### src/rtl/if_fetch_unit.sv
// Instruction-fetch front end of the pipelined MIPS core.
// It issues one word read per cycle while queue credit remains and tags each
// returned instruction with its PC. Instructions go to decode through a small
// queue with a valid/ready handshake. A branch/jump redirect flushes the queue.
module if_fetch_unit #(
   parameter int ADDR_W = 32,
   parameter int DATA_W = 32,
   parameter int DEPTH  = 4
) (
   input  logic              clk,
   input  logic              rst,
   input  logic [ADDR_W-1:0] PcIn,
   output logic [ADDR_W-1:0] PcNext,
   output logic              ImemReq,
   output logic [ADDR_W-1:0] ImemAddr,
   input  logic [DATA_W-1:0] ImemData,
   input  logic              RedirectValid,
   input  logic [ADDR_W-1:0] RedirectPc,
   output logic              InstrValid,
   output logic [DATA_W-1:0] InstrData,
   output logic [ADDR_W-1:0] InstrPc,
   input  logic              InstrReady
);

   localparam int PW = $clog2(DEPTH);
   localparam int CW = $clog2(DEPTH + 1);

   logic [PW-1:0]     head_q, head_d;
   logic [PW-1:0]     tail_q, tail_d;
   logic [CW-1:0]     count_q, count_d;
   logic              inflight_q, inflight_d;
   logic [ADDR_W-1:0] inflightPc_q, inflightPc_d;
   logic              kill_q, kill_d;

   logic [ADDR_W-1:0] pcMem_q   [DEPTH];
   logic [DATA_W-1:0] dataMem_q [DEPTH];

   logic [CW:0]       occupancy;
   logic              issue;
   logic              push;
   logic              pop;

   // Credit check, handshake decode and the combinational PC/memory outputs;
   // everything is forced quiet while reset is held.
   always_comb begin
      occupancy  = {1'b0, count_q} + (CW+1)'(inflight_q);
      issue      = rst && !RedirectValid && (occupancy < (CW+1)'(DEPTH));
      InstrValid = (count_q != '0);
      pop        = InstrValid && InstrReady && !RedirectValid;
      push       = inflight_q && !kill_q && !RedirectValid;
      ImemReq    = issue;
      ImemAddr   = PcIn;
      InstrData  = '0;
      InstrPc    = '0;
      if (InstrValid) begin
         InstrData = dataMem_q[head_q];
         InstrPc   = pcMem_q[head_q];
      end
      if (!rst) begin
         PcNext = '0;
      end else if (RedirectValid) begin
         PcNext = RedirectPc;
      end else if (issue) begin
         PcNext = PcIn + ADDR_W'(1);
      end else begin
         PcNext = PcIn;
      end
   end

   // Next-state for queue pointers, occupancy and the in-flight/kill tracking;
   // a redirect overrides any push or pop in the same cycle.
   always_comb begin
      head_d       = head_q;
      tail_d       = tail_q;
      count_d      = count_q;
      inflight_d   = issue;
      inflightPc_d = inflightPc_q;
      kill_d       = 1'b0;
      if (issue) begin
         inflightPc_d = PcIn;
      end
      if (RedirectValid) begin
         head_d  = '0;
         tail_d  = '0;
         count_d = '0;
         kill_d  = inflight_q;
      end else begin
         if (pop) begin
            head_d = head_q + PW'(1);
         end
         if (push) begin
            tail_d = tail_q + PW'(1);
         end
         case ({push, pop})
            2'b10:   count_d = count_q + CW'(1);
            2'b01:   count_d = count_q - CW'(1);
            default: count_d = count_q;
         endcase
      end
   end

   // Control state register; reset drops any outstanding memory response.
   always_ff @(posedge clk or negedge rst) begin
      if (!rst) begin
         head_q       <= '0;
         tail_q       <= '0;
         count_q      <= '0;
         inflight_q   <= 1'b0;
         inflightPc_q <= '0;
         kill_q       <= 1'b0;
      end else begin
         head_q       <= head_d;
         tail_q       <= tail_d;
         count_q      <= count_d;
         inflight_q   <= inflight_d;
         inflightPc_q <= inflightPc_d;
         kill_q       <= kill_d;
      end
   end

   // Queue storage needs no reset because entries are only visible below count.
   always_ff @(posedge clk) begin
      if (push) begin
         pcMem_q[tail_q]   <= inflightPc_q;
         dataMem_q[tail_q] <= ImemData;
      end
   end

endmodule

### config.mk
export PLATFORM = sky130hd
export DESIGN_NAME = if_fetch_unit
export DESIGN_NICKNAME = d
export VERILOG_FILES = /design/src/rtl/if_fetch_unit.sv
export SDC_FILE = /design/constraint.sdc
export NUM_CORES = 1
export LEC_CHECK = 0
export ABC_AREA = 1
export CORE_AREA = 2 2 144 146
export CTS_CLUSTER_DIAMETER = 50
export DETAILED_ROUTE_END_ITERATION = 16
export DIE_AREA = 0 0 146 148
export DONT_BUFFER_PORTS = 1
export PLACE_DENSITY_LB_ADDON = 0.08
export SETUP_SLACK_MARGIN = 0.3
export SKIP_CTS_REPAIR_TIMING = 1
export SYNTH_ARGS = -nofsm -noshare
export SYNTH_HDL_FRONTEND = slang
export SYNTH_SLANG_ARGS = --single-unit
### constraint.sdc
create_clock -name clk -period 11.04 [get_ports clk]
set_input_delay 1.656 -clock clk [delete_from_list [all_inputs] [get_ports clk]]
set_output_delay 1.656 -clock clk [all_outputs]
set_load 0.005 [all_outputs]
* Word-level counts from Yosys, hierarchy flattened
Memory sizes are Yosys's and may differ from the RTL's.
Cells that the tools add are included.
** Word-level totals
- Input port bits :: 100
- Memories :: 2
- Memory bits (writable) :: 256
- Register bits :: 41
- Word-level logic and storage cells :: 43
** Operators by class
- $lt $le $gt $ge :: 1
- Reduce and logical (&&, ||, !) cells :: 12
- Equality and inequality tests :: 2
- Muxes and demuxes :: 14
- $add $sub $neg :: 6
** Memory list
- dataMem_q :: depth 4, bits a word 32, read ports 1, clocked after memory_dff 0, wr ports 1, line 36 : logic [DATA_W-1:0] dataMem_q [DEPTH];
- pcMem_q :: depth 4, bits a word 32, read ports 1, clocked after memory_dff 0, wr ports 1, line 35 : logic [ADDR_W-1:0] pcMem_q [DEPTH];
** Operator list (count)
- $mux W32 :: 5
- $add A32 B1 Y32 const B :: 1
- $mux W2 :: 4
- $logic_and A1 B1 Y1 :: 6
- $pmux W3 S2 :: 1
- $reduce_bool A3 Y1 :: 2
- $add A2 B1 Y2 const B :: 2
- $add A3 B1 Y4 :: 1
- $lt A4 B3 Y1 const B :: 1
- $reduce_bool A2 Y1 :: 2
- $add A3 B1 Y3 const B :: 1
- $mux W1 :: 3
- $mux W3 :: 1
- $sub A3 B1 Y3 const B :: 1
- $eq A2 B1 Y1 const B :: 1
- $eq A2 B2 Y1 const B :: 1
- $logic_not A1 Y1 :: 2

* Longest topological paths before layout
Gate-level depths: netlist of the first run.
- Depth after elaboration :: 6
- Mapped depth :: 11

* Worst setup path after synthesis of the first run
OpenSTA, ideal clock, no wires.
- Path type :: in2reg
- Start :: input port RedirectValid
- End :: memory dataMem_q[0][0], enable pin
- Stages :: 4
- Path buffers :: 1
- Library setup time :: 0.487 ns
- Required time :: 10.553 ns
- Path slack :: 5.780 ns
- Data arrival time :: 4.774 ns
- Cells stage by stage :: inv_1 buf_2 nand3_1 nor2_1
** On the way
- Cells in the longest elaborated chain, start to end :: 4
** RTL lines
- from (decl) :: line 17 : input logic RedirectValid,
- $logic_not A1 Y1 :: line 50 : push = inflight_q && !kill_q && !RedirectValid;
- $logic_and A1 B1 Y1 :: line 50
- $mux W1 :: line 123 : if (push) begin
- $mux W1 (implied by the code) :: line 125 : dataMem_q[tail_q] <= ImemData;
- to (decl) :: line 36
Every way passes these cells.

* Worst setup path in the final report of the first run
- Start :: input port RedirectValid
- End :: output port PcNext[19]
** On the way
- Cells in the longest elaborated chain, start to end :: 6
** RTL lines
- $logic_not A1 Y1 :: line 47 : issue = rst && !RedirectValid && (occupancy < (CW+1)'(DEPTH));
- $logic_and A1 B1 Y1 (2 in series) :: line 47
- $mux W32 :: line 63 : end else if (issue) begin
- $mux W32 (*) :: line 61 : end else if (RedirectValid) begin
- $mux W32 (*) :: line 59 : if (!rst) begin
- to (decl) :: line 13 : output logic [ADDR_W-1:0] PcNext,
Mark *: on every way between the ends. The rest lies on a longest branch, timed or not.

==> flow_summary_export.csv, run 1 <==
group,metric,value,unit
finish,syn2layout_area_growth,7.39,%
route,routedWlPerCell,19.2,microns
setup_path,arrival,3.25,ns
route,num_vias,9119,
clock_tree,path_clk_slew,0.06,ns
route,wirelength,30100,microns
die,dieArea,21600,sq um
min_path,min_from,"inflightPc_q[13]$_DFFE_PN0N_",
sta,finalSetupViolations,0,
die,core_area,20000,sq um
setup_path,reg2reg_to,"count_q[2]$_DFFE_PN0P_",
min_path,min_path_type,"flop to flop",
die,rows,52,
job,max_cap_violations,0,
clock_tree,htree_levels,1,
clock_tree,cts.sinks,297,
sta,fin_skew,0.0178,ns
min_path,hold_depth,0,
min_path,holdPathEnd,"pcMem_q[2][13]$_DFFE_PP_",
place,dpl_cell_area,13300,sq um
clock_tree,cts-root-buf,"clkbuf_16",
die,die_y,148,microns
place,post-dp-hpwl,18100,microns
sta,fin_crit_sh,0.444,
synth,syn_inst,1333,
setup_path,reg2reg_from,"count_q[2]$_DFFE_PN0P_",
global_routing,grt_max_degree,101,
synth,syn_nets,1439,
setup_path,start_kind,"input pin",
die,ios,230,
power,ir_drop,0.000167,V
route,vias_per_cell,5.81,
setup_path,required,9.38,ns
route,postRouteAntennaNets,0,
finish,fillCellCount,1470,
clock_tree,cts_buffers,30,
synth,ys_warn_count,0,
setup_path,crit_type,"input pin to primary output",
global_routing,grt_pass1_wl,46800,microns
route,drt_pre_antenna_iters,7,
setup_path,end_kind,"primary output",
sta,slew_headroom,0.301,
finish,drive_gt1_frac,0.0731,
global_routing,first_global_vias,8794,
power,power_density,217,nW/um^2
synth,ys_seq_area_frac,0.648,
global_routing,antenna_found_initial,1,
sta,tightestPinTransition,1.05,ns
setup_path,reg2regPathDepth,10,
sta,finalCriticalPeriod,4.91,ns
sta,clock.fmax,204,MHz
power,p_leak,0.00540,uW
synth,syn_avg_cell_area,10.1,sq um
synth,ys_ff_latch,297,
route,drtIter0Drc,801,
sta,hold_violations,0,
sta,rsz0062_at_grt,"false",
route,drc_errors,0,
global_routing,grt-ovfl-total,0,
synth,synth.top_cell.area_share,0.572,
synth,netlist_area,13400,sq um
finish,fin_area,14400,sq um
synth,synth_top_area_cell,"edfxtp_1",
clock_tree,clk_path_buf_depth,3,
place,port_buffers,0,
setup_path,rrSetupSlack,8.31,ns
die,die_w,146,microns
finish,nets,1381,
setup_path,cp_max_fo,66,
synth,synth_cell_types,32,
clock_tree,clock_latency,0.55,ns
clock_tree,cts_tree,"yes",
die,initial_core_util,0.671,
sta,maxSlewViolCount,0,
global_routing,grtUsageTotal,0.278,
synth,ys_top_cells_by_area,"edfxtp_1, nor2_1, dfrtp_1, o21ai_0, nand2_1",
sta,setup_tns,0,ns
run_status,run_status,"complete, no violations",
place,place_congestion,0.951,
-- routing by layer --
layer	track usage	vias up	share of wire
met3	0.0540	59	0.078
met4	0.0961	0	0.027
met5	0	-	0
met1	0.360	4299	0.40
met2	0.476	407	0.49
li1	-	4354	-
-- cell usage after synthesis, drive strengths merged --
| library cell | number |
|---|---|
| ha | 5 |
| a31oi | 1 |
| clkinv | 2 |
| a21oi | 69 |
| o21ai | 176 |
| inv | 94 |
| nand4 | 13 |
| xor2 | 3 |
| o22ai | 1 |
| nand3 | 52 |
| nor2 | 348 |
| xnor2 | 2 |
| nor3 | 2 |
| fa | 1 |
| nand2 | 157 |
| buf | 67 |
| edfxtp | 256 |
| dfrtp | 41 |
| o211ai | 10 |
| clkbuf | 33 |
-- kinds of logic after synthesis --
| group | count (synthesis) | share of synthesized area |
|---|---|---|
| compound gates | 257 | 0.0981 |
| simple gates | 572 | 0.177 |
| fa+ha+maj | 6 | 0.00615 |
| buf+inv | 196 | 0.0672 |
| xor+xnor | 5 | 0.00326 |
| flops | 297 | 0.648 |
-- worst max-delay path by stage --
stage | start | end | slack (ns) | depth (start not counted)
after floorplan | RedirectValid | dataMem_q[0][0]$_DFFE_PP_ | 5.78 | 4
after global placement | RedirectValid | PcNext[18] | 6.18 | 9
after detailed placement | RedirectValid | PcNext[19] | 6.17 | 9
after CTS | RedirectValid | PcNext[19] | 6.16 | 9
after global routing | RedirectValid | PcNext[25] | 5.92 | 9
final | RedirectValid | PcNext[19] | 6.13 | 9
-- report_power, final --
| group | internal (uW) | switching, uW | leakage [uW] |
|---|---|---|---|
| clock | 674 | 406 | 0.000524 |
| sequential | 1350 | 93.6 | 0.00283 |
| combinational | 162 | 453 | 0.00204 |
-- worst max-delay path, stage by stage --
cell	delay (ns)
nor2_4	0.10
nand3_4	0.56
nor2_8	0.39
nand2_2	0.15
nor2_1	0.11
nand2_1	0.06
nand3_1	0.08
nand2_1	0.06
inv_1	0.07
-- metrics by stage --
stage	utilization	total power, uW	hold WS [ns]	std cells	worst slack [ns]
2_1_floorplan	-	1900	0.476	1333	5.78
5_1_grt	0.720	3290	0.533	1570	5.92
4_1_cts	0.720	3160	0.502	1569	6.16
3_5_place_dp	0.666	2080	0.499	1513	6.17
6_report	0.720	3140	0.505	1570	6.13
3_3_place_gp	0.666	2060	0.499	1513	6.18
-- placed cells by master, fill, tap and decap left out, types with 8 or more instances in the layout --
master | Yosys | routed
nand4_1 | 13 | 13
o211ai_1 | 9 | 9
inv_1 | 88 | 86
a21oi_1 | 69 | 69
edfxtp_1 | 256 | 256
buf_4 | 34 | 10
clkbuf_16 | 0 | 31
nand2_1 | 151 | 151
nand3_1 | 49 | 49
dfrtp_1 | 41 | 39
o21ai_0 | 155 | 155
nor2_1 | 335 | 331
o21ai_1 | 21 | 21
nor2_4 | 4 | 8
-- cell type report --
| type | instances | area (sq um) | share of cell area |
|---|---|---|---|
| Antenna cell | 1 | 2.50 | 0.000173 |
| Inverter | 96 | 362 | 0.0251 |
| Clock inverter | 17 | 243 | 0.0168 |
| Clock buffer | 39 | 836 | 0.0579 |
| Multi-Input combinational cell | 840 | 3860 | 0.267 |
| Sequential cell | 297 | 8720 | 0.604 |
| Tap cell | 270 | 338 | 0.0234 |
| Timing Repair Buffer | 10 | 75.1 | 0.00520 |
-- registers in the layout (all words and copies together) (netlist names) --
| name | count |
|---|---|
| dataMem_q | 128 |
| pcMem_q | 128 |
| inflightPc_q | 32 |
| count_q | 3 |
| head_q | 2 |
| tail_q | 2 |
| inflight_q | 1 |
| kill_q | 1 |
No activity file was read; power rests on OpenSTA's default activity.
==> inputs of run 2 (changes only) <==
--- a/config.mk
+++ b/config.mk
@@ -6,10 +6,10 @@
 export NUM_CORES = 1
 export LEC_CHECK = 0
 export ABC_AREA = 1
-export CORE_AREA = 2 2 144 146
+export CORE_AREA = 2 2 148 150
 export CTS_CLUSTER_DIAMETER = 50
 export DETAILED_ROUTE_END_ITERATION = 16
-export DIE_AREA = 0 0 146 148
+export DIE_AREA = 0 0 150 152
 export DONT_BUFFER_PORTS = 1
 export PLACE_DENSITY_LB_ADDON = 0.08
 export SETUP_SLACK_MARGIN = 0.3
==> constraint.sdc (replaced) <==
create_clock -name clk -period 4.95 [get_ports clk]
set_input_delay 0.7425 -clock clk [delete_from_list [all_inputs] [get_ports clk]]
set_output_delay 0.7425 -clock clk [all_outputs]
set_load 0.005 [all_outputs]
==> run 2 against run 1 <==
Against the previous run: critical path type is now flop to primary output; worst hold slack worse by 0.47 ns; global-route usage fell by 1.6 points; non-clock buffer count grew 4.
==> flow_summary_export.csv, run 2 (synthesis gave the netlist of run 1 again) <==
group,metric,value,unit
route,wirelength,30300,microns
place,port_buffers,0,
place,pre_cts_ws,1.99,ns
sta,fin_skew,0.0100,ns
global_routing,first_global_vias,8737,
finish,fin_area,14300,sq um
global_routing,grtUsageTotal,0.261,
power,total_switching_power,2100,uW
setup_path,crit_path_frequent_cell,"nor2_1",
finish,layout_commonest_cell,"nor2_1",
power,switching_share,0.316,
route,postRouteAntennaNets,0,
setup_path,end_kind,"primary output",
sta,timing.final.ws_setup,1.44,ns
run_status,run_status,"complete, no violations",
finish,drive_gt1_frac,0.0701,
die,die_y,152,microns
sta,setup_tns,0,ns
sta,finalSetupViolations,0,
setup_path,arrival,2.77,ns
route,vias_per_cell,5.76,
clock_tree,htree_levels,1,
finish,top_regs,"dataMem_q: 128 flops, pcMem_q: 128 flops, inflightPc_q: 32 flops",
die,die_w,150,microns
sta,clock.fmax,285,MHz
die,rows,54,
clock_tree,clock_latency,0.54,ns
route,routedWlPerCell,19.2,microns
die,dieArea,22800,sq um
power,p_leak,0.00534,uW
place,dpl_cell_area,13400,sq um
setup_path,crit_slowest_cell,"dfrtp_4",
setup_path,required,4.21,ns
global_routing,grt-ovfl-total,0,
route,num_vias,9090,
clock_tree,cts-root-buf,"clkbuf_16",
finish,nets,1384,
sta,finalCriticalPeriod,3.51,ns
clock_tree,clk_path_buf_depth,3,
global_routing,grt_max_degree,83,
power,combPwrFrac,0.199,
die,ios,230,
setup_path,crit_type,"flop to primary output",
route,drtIter0Drc,524,
finish,fillCellCount,1640,
setup_path,max_stage_delay,0.99,ns
setup_path,reg2regPathDepth,10,
clock_tree,cts_buffers,29,
power,ir_drop,0.000333,V
clock_tree,path_clk_slew,0.06,ns
global_routing,grt_pass1_wl,46800,microns
power,internal_power,4550,uW
sta,maxSlewViolCount,0,
setup_path,path_cells,"buf_4 -> nor2_1 -> nor2_1 -> o21ai_0 -> a21oi_1",
die,initial_core_util,0.629,
finish,syn2layout_area_growth,6.68,%
die,core_area,21400,sq um
sta,tightestPinTransition,0.971,ns
sta,rsz0062_at_grt,"false",
power,seqPwrFrac,0.491,
job,max_cap_violations,0,
setup_path,start_kind,"flop",
sta,slew_headroom,0.352,
min_path,min_path_type,"input pin to asynchronous set/reset pin",
global_routing,antenna_found_initial,0,
clock_tree,cts_tree,"yes",
place,post-dp-hpwl,18500,microns
route,drc_errors,0,
power,power_density,464,nW/um^2
setup_path,cp_max_fo,82,
clock_tree,cts.sinks,297,
route,drt_pre_antenna_iters,5,
finish,mostFrequentLayoutCells,"nor2_1, edfxtp_1, o21ai_0",
power,pwr-share-clk,0.310,
place,place_congestion,0.884,
sta,hold_violations,0,
sta,fin_crit_sh,0.709,
finish,antenna_cells,0,
run 2: path summary, 6_finish.rpt:
kind / startpoint / to / slack (ns)
min: rst / inflight_q$_DFF_PN0_ / 0.04
max reg2reg: count_q[2]$_DFFE_PN0P_ / count_q[2]$_DFFE_PN0P_ / 2.19
min reg2reg: inflightPc_q[25]$_DFFE_PN0N_ / pcMem_q[3][25]$_DFFE_PP_ / 0.52
max: head_q[0]$_DFFE_PN0P_ / InstrPc[14] / 1.44
max in group asynchronous: rst / head_q[0]$_DFFE_PN0P_ / 4.70
min in group clk: ImemData[0] / dataMem_q[1][0]$_DFFE_PP_ / 0.30
run 2: stage by stage:
step | power [uW] | util | hold WS [ns] | cells
6_report | 6650 | 0.671 | 0.0371 | 1578
3_3_place_gp | 4600 | 0.629 | 0.449 | 1526
4_1_cts | 6690 | 0.670 | -0.120 | 1577
2_1_floorplan | 4240 | - | 0.447 | 1333
5_1_grt | 6980 | 0.671 | 0.0431 | 1578
3_5_place_dp | 4640 | 0.629 | 0.448 | 1526
run 2: layout make-up:
cell class | instances | area [sq um] | area share
Inverter | 96 | 362 | 0.0252
Sequential cell | 297 | 8720 | 0.608
Multi-Input combinational cell | 840 | 3860 | 0.269
Clock inverter | 19 | 148 | 0.0103
Tap cell | 280 | 350 | 0.0244
Timing Repair Buffer | 14 | 163 | 0.0113
Clock buffer | 32 | 737 | 0.0514
run 2: layer usage:
| metal | up-vias | wire, microns | track usage |
|---|---|---|---|
| met3 | 55 | 2300 | 0.0429 |
| met2 | 408 | 15000 | 0.451 |
| met1 | 4273 | 12300 | 0.349 |
| li1 | 4354 | - | - |
| met4 | 0 | 679 | 0.0620 |
| met5 | - | 0 | 0 |
run 2: power groups by stage:
stage | sequential [uW] | clock (uW) | combinational [uW]
global placement | 3300 | 0 | 1300
finish | 3260 | 2070 | 1320
floorplan | 3170 | 0 | 1080
detailed placement | 3310 | 0 | 1330
CTS | 3260 | 2090 | 1340
global route | 3290 | 2190 | 1500
run 2: worst max-delay path: cells and delay by family, from the launching register on:
kind | cells | cell delay [ns]
compound gates | 2 | 0.40
buf+inv | 1 | 0.60
flops | 1 | 0.99
simple gates | 2 | 0.20
==> inputs of run 3 (changes only) <==
--- a/config.mk
+++ b/config.mk
@@ -6,10 +6,10 @@
 export NUM_CORES = 1
 export LEC_CHECK = 0
 export ABC_AREA = 1
-export CORE_AREA = 2 2 148 150
+export CORE_AREA = 2 2 157 159
 export CTS_CLUSTER_DIAMETER = 50
 export DETAILED_ROUTE_END_ITERATION = 16
-export DIE_AREA = 0 0 150 152
+export DIE_AREA = 0 0 159 161
 export DONT_BUFFER_PORTS = 1
 export PLACE_DENSITY_LB_ADDON = 0.08
 export SETUP_SLACK_MARGIN = 0.3
==> constraint.sdc (replaced) <==
create_clock -name clk -period 3.1 [get_ports clk]
set_input_delay 0.465 -clock clk [delete_from_list [all_inputs] [get_ports clk]]
set_output_delay 0.465 -clock clk [all_outputs]
set_load 0.005 [all_outputs]
==> run 3 against run 2 <==
Against the previous run: final cell count increased by 4.4%; sequential power is 56% higher; global-route usage is 2.6 points lower; critical path depth up 4; highest routed layer unchanged.
==> flow_summary_export.csv, run 3 (synthesis gave the netlist of run 1 again) <==
group,metric,value,unit
setup_path,end_kind,"primary output",
route,routedWlPerCell,19.0,microns
sta,fin_crit_sh,0.856,
setup_path,crit_slowest_cell,"dfrtp_2",
place,dp.cells,1570,
clock_tree,cts-root-buf,"clkbuf_16",
finish,syn2layout_area_growth,10.2,%
global_routing,grt_max_degree,131,
setup_path,critical_path_buf_inv_count,1,
sta,finalSetupViolations,0,
global_routing,grtUsageTotal,0.236,
power,ir_drop,0.000539,V
clock_tree,cts.sinks,297,
route,num_vias,9017,
place,place_congestion,0.889,
power,power_density,750,nW/um^2
finish,final_cells,1648,
setup_path,worstSetupPathDepth,9,
die,rows,57,
power,switching_share,0.306,
global_routing,antenna_found_initial,0,
place,port_buffers,0,
global_routing,grt_pass1_wl,47300,microns
route,drc_errors,0,
clock_tree,cts_buffers,31,
sta,timing.final.ws_setup,0.445,ns
die,dieArea,25600,sq um
finish,antenna_cells,0,
sta,rsz0062_at_grt,"false",
sta,slew_headroom,0.531,
place,post-dp-hpwl,18300,microns
die,ios,230,
place,pre_cts_ws,0.923,ns
setup_path,arrival,2.19,ns
power,p_leak,0.00551,uW
global_routing,grt-ovfl-total,0,
setup_path,crit_type,"flop to primary output",
sta,clock.fmax,377,MHz
route,drt_pre_antenna_iters,6,
setup_path,required,2.63,ns
min_path,min_path_type,"input pin to flop",
setup_path,cp_max_fo,6,
clock_tree,path_clk_slew,0.06,ns
finish,mostFrequentLayoutCells,"nor2_1, edfxtp_1, o21ai_0",
sta,tightestPinTransition,0.703,ns
power,seqPwrFrac,0.460,
min_path,hold_depth,0,
sta,hold_violations,0,
clock_tree,htree_levels,1,
clock_tree,cts_tree,"yes",
sta,setup_tns,0,ns
run_status,run_status,"complete, no violations",
power,total_switching_power,3400,uW
clock_tree,clock_latency,0.54,ns
finish,nets,1406,
finish,top_regs,"dataMem_q: 128 flops, pcMem_q: 128 flops, inflightPc_q: 32 flops",
finish,layout_commonest_cell,"nor2_1",
setup_path,start_kind,"flop",
setup_path,reg2regPathDepth,9,
route,drtIter0Drc,598,
die,initial_core_util,0.561,
power,combPwrFrac,0.215,
sta,fin_skew,0.0126,ns
route,postRouteAntennaNets,0,
power,internal_power,7700,uW
route,vias_per_cell,5.47,
setup_path,max_stage_delay,0.46,ns
global_routing,first_global_vias,8446,
die,core_area,24000,sq um
finish,post-route-util,0.618,
sta,maxSlewViolCount,0,
clock_tree,clk_path_buf_depth,3,
finish,drive_gt1_frac,0.0778,
die,die_y,161,microns
setup_path,path_cells,"nor2_4 -> nand2_4 -> nor2_8 -> nand3_2 -> nor2_4 -> nand3_1 -> nand3_1 -> nand2_1 -> inv_1",
job,max_cap_violations,0,
sta,finalCriticalPeriod,2.65,ns
route,wirelength,31300,microns
die,die_w,159,microns
setup_path,cp_top_family,"simple AND/OR/NAND/NOR gates",
power,pwr-share-clk,0.326,
[run 3: cell types whose count changed in the layout (fill, tap and decap cells not counted), sizes merged, moves of 2 or more]
cell / delta
clkbuf: +17
dlygate4sd3: +15
clkinv: -10
buf: +2
inv: -2
nor2: +2
[run 3: metrics by stage]
stage	hold slack [ns]	total power, uW	instance area, sq um
after floorplan	0.169	6770	13400
after global placement	0.175	7510	13500
after detailed placement	0.175	7540	13500
after CTS	-0.400	11200	14600
after global routing	0.000855	11700	14800
final	0.0215	11100	14800
[run 3: final cells by class]
cell class | count | area, sq um
clock buffer | 49 | 936
clock inverter | 8 | 95.1
fill | 1976 | 9150
inverter | 96 | 362
multi-input combinational | 843 | 3900
sequential | 297 | 8720
tap | 324 | 405
timing repair buffer | 31 | 390
[run 3: per-layer routing]
metal  vias to the layer above  global-route usage  part of all wire
li1                       4408                   -                 -
met1                      4233               0.298              0.42
met2                       325               0.415              0.49
met3                        51              0.0544             0.067
met4                         0              0.0579             0.021
met5                         -                   0                 0
[run 3: power groups by stage]
stage               Clock (uW)  Sequential (uW)  Combinational (uW)
finish                    3620             5100                2380
CTS                       3690             5100                2380
floorplan                    0             5050                1720
global placement             0             5160                2340
detailed placement           0             5180                2360
global route              3850             5150                2670
[run 3: path summary, 6_finish.rpt]
path	start	endpoint	slack [ns]
setup / recovery	count_q[2]$_DFFE_PN0P_	PcNext[23]	0.45
min in group asynchronous	rst	inflightPc_q[8]$_DFFE_PN0N_	0.51
hold reg to reg	inflightPc_q[21]$_DFFE_PN0N_	pcMem_q[0][21]$_DFFE_PP_	0.52
hold / removal	ImemData[22]	dataMem_q[1][22]$_DFFE_PP_	0.02
max in group asynchronous	rst	count_q[2]$_DFFE_PN0P_	2.39
setup reg to reg	count_q[1]$_DFFE_PN0P_	count_q[2]$_DFFE_PN0P_	1.05
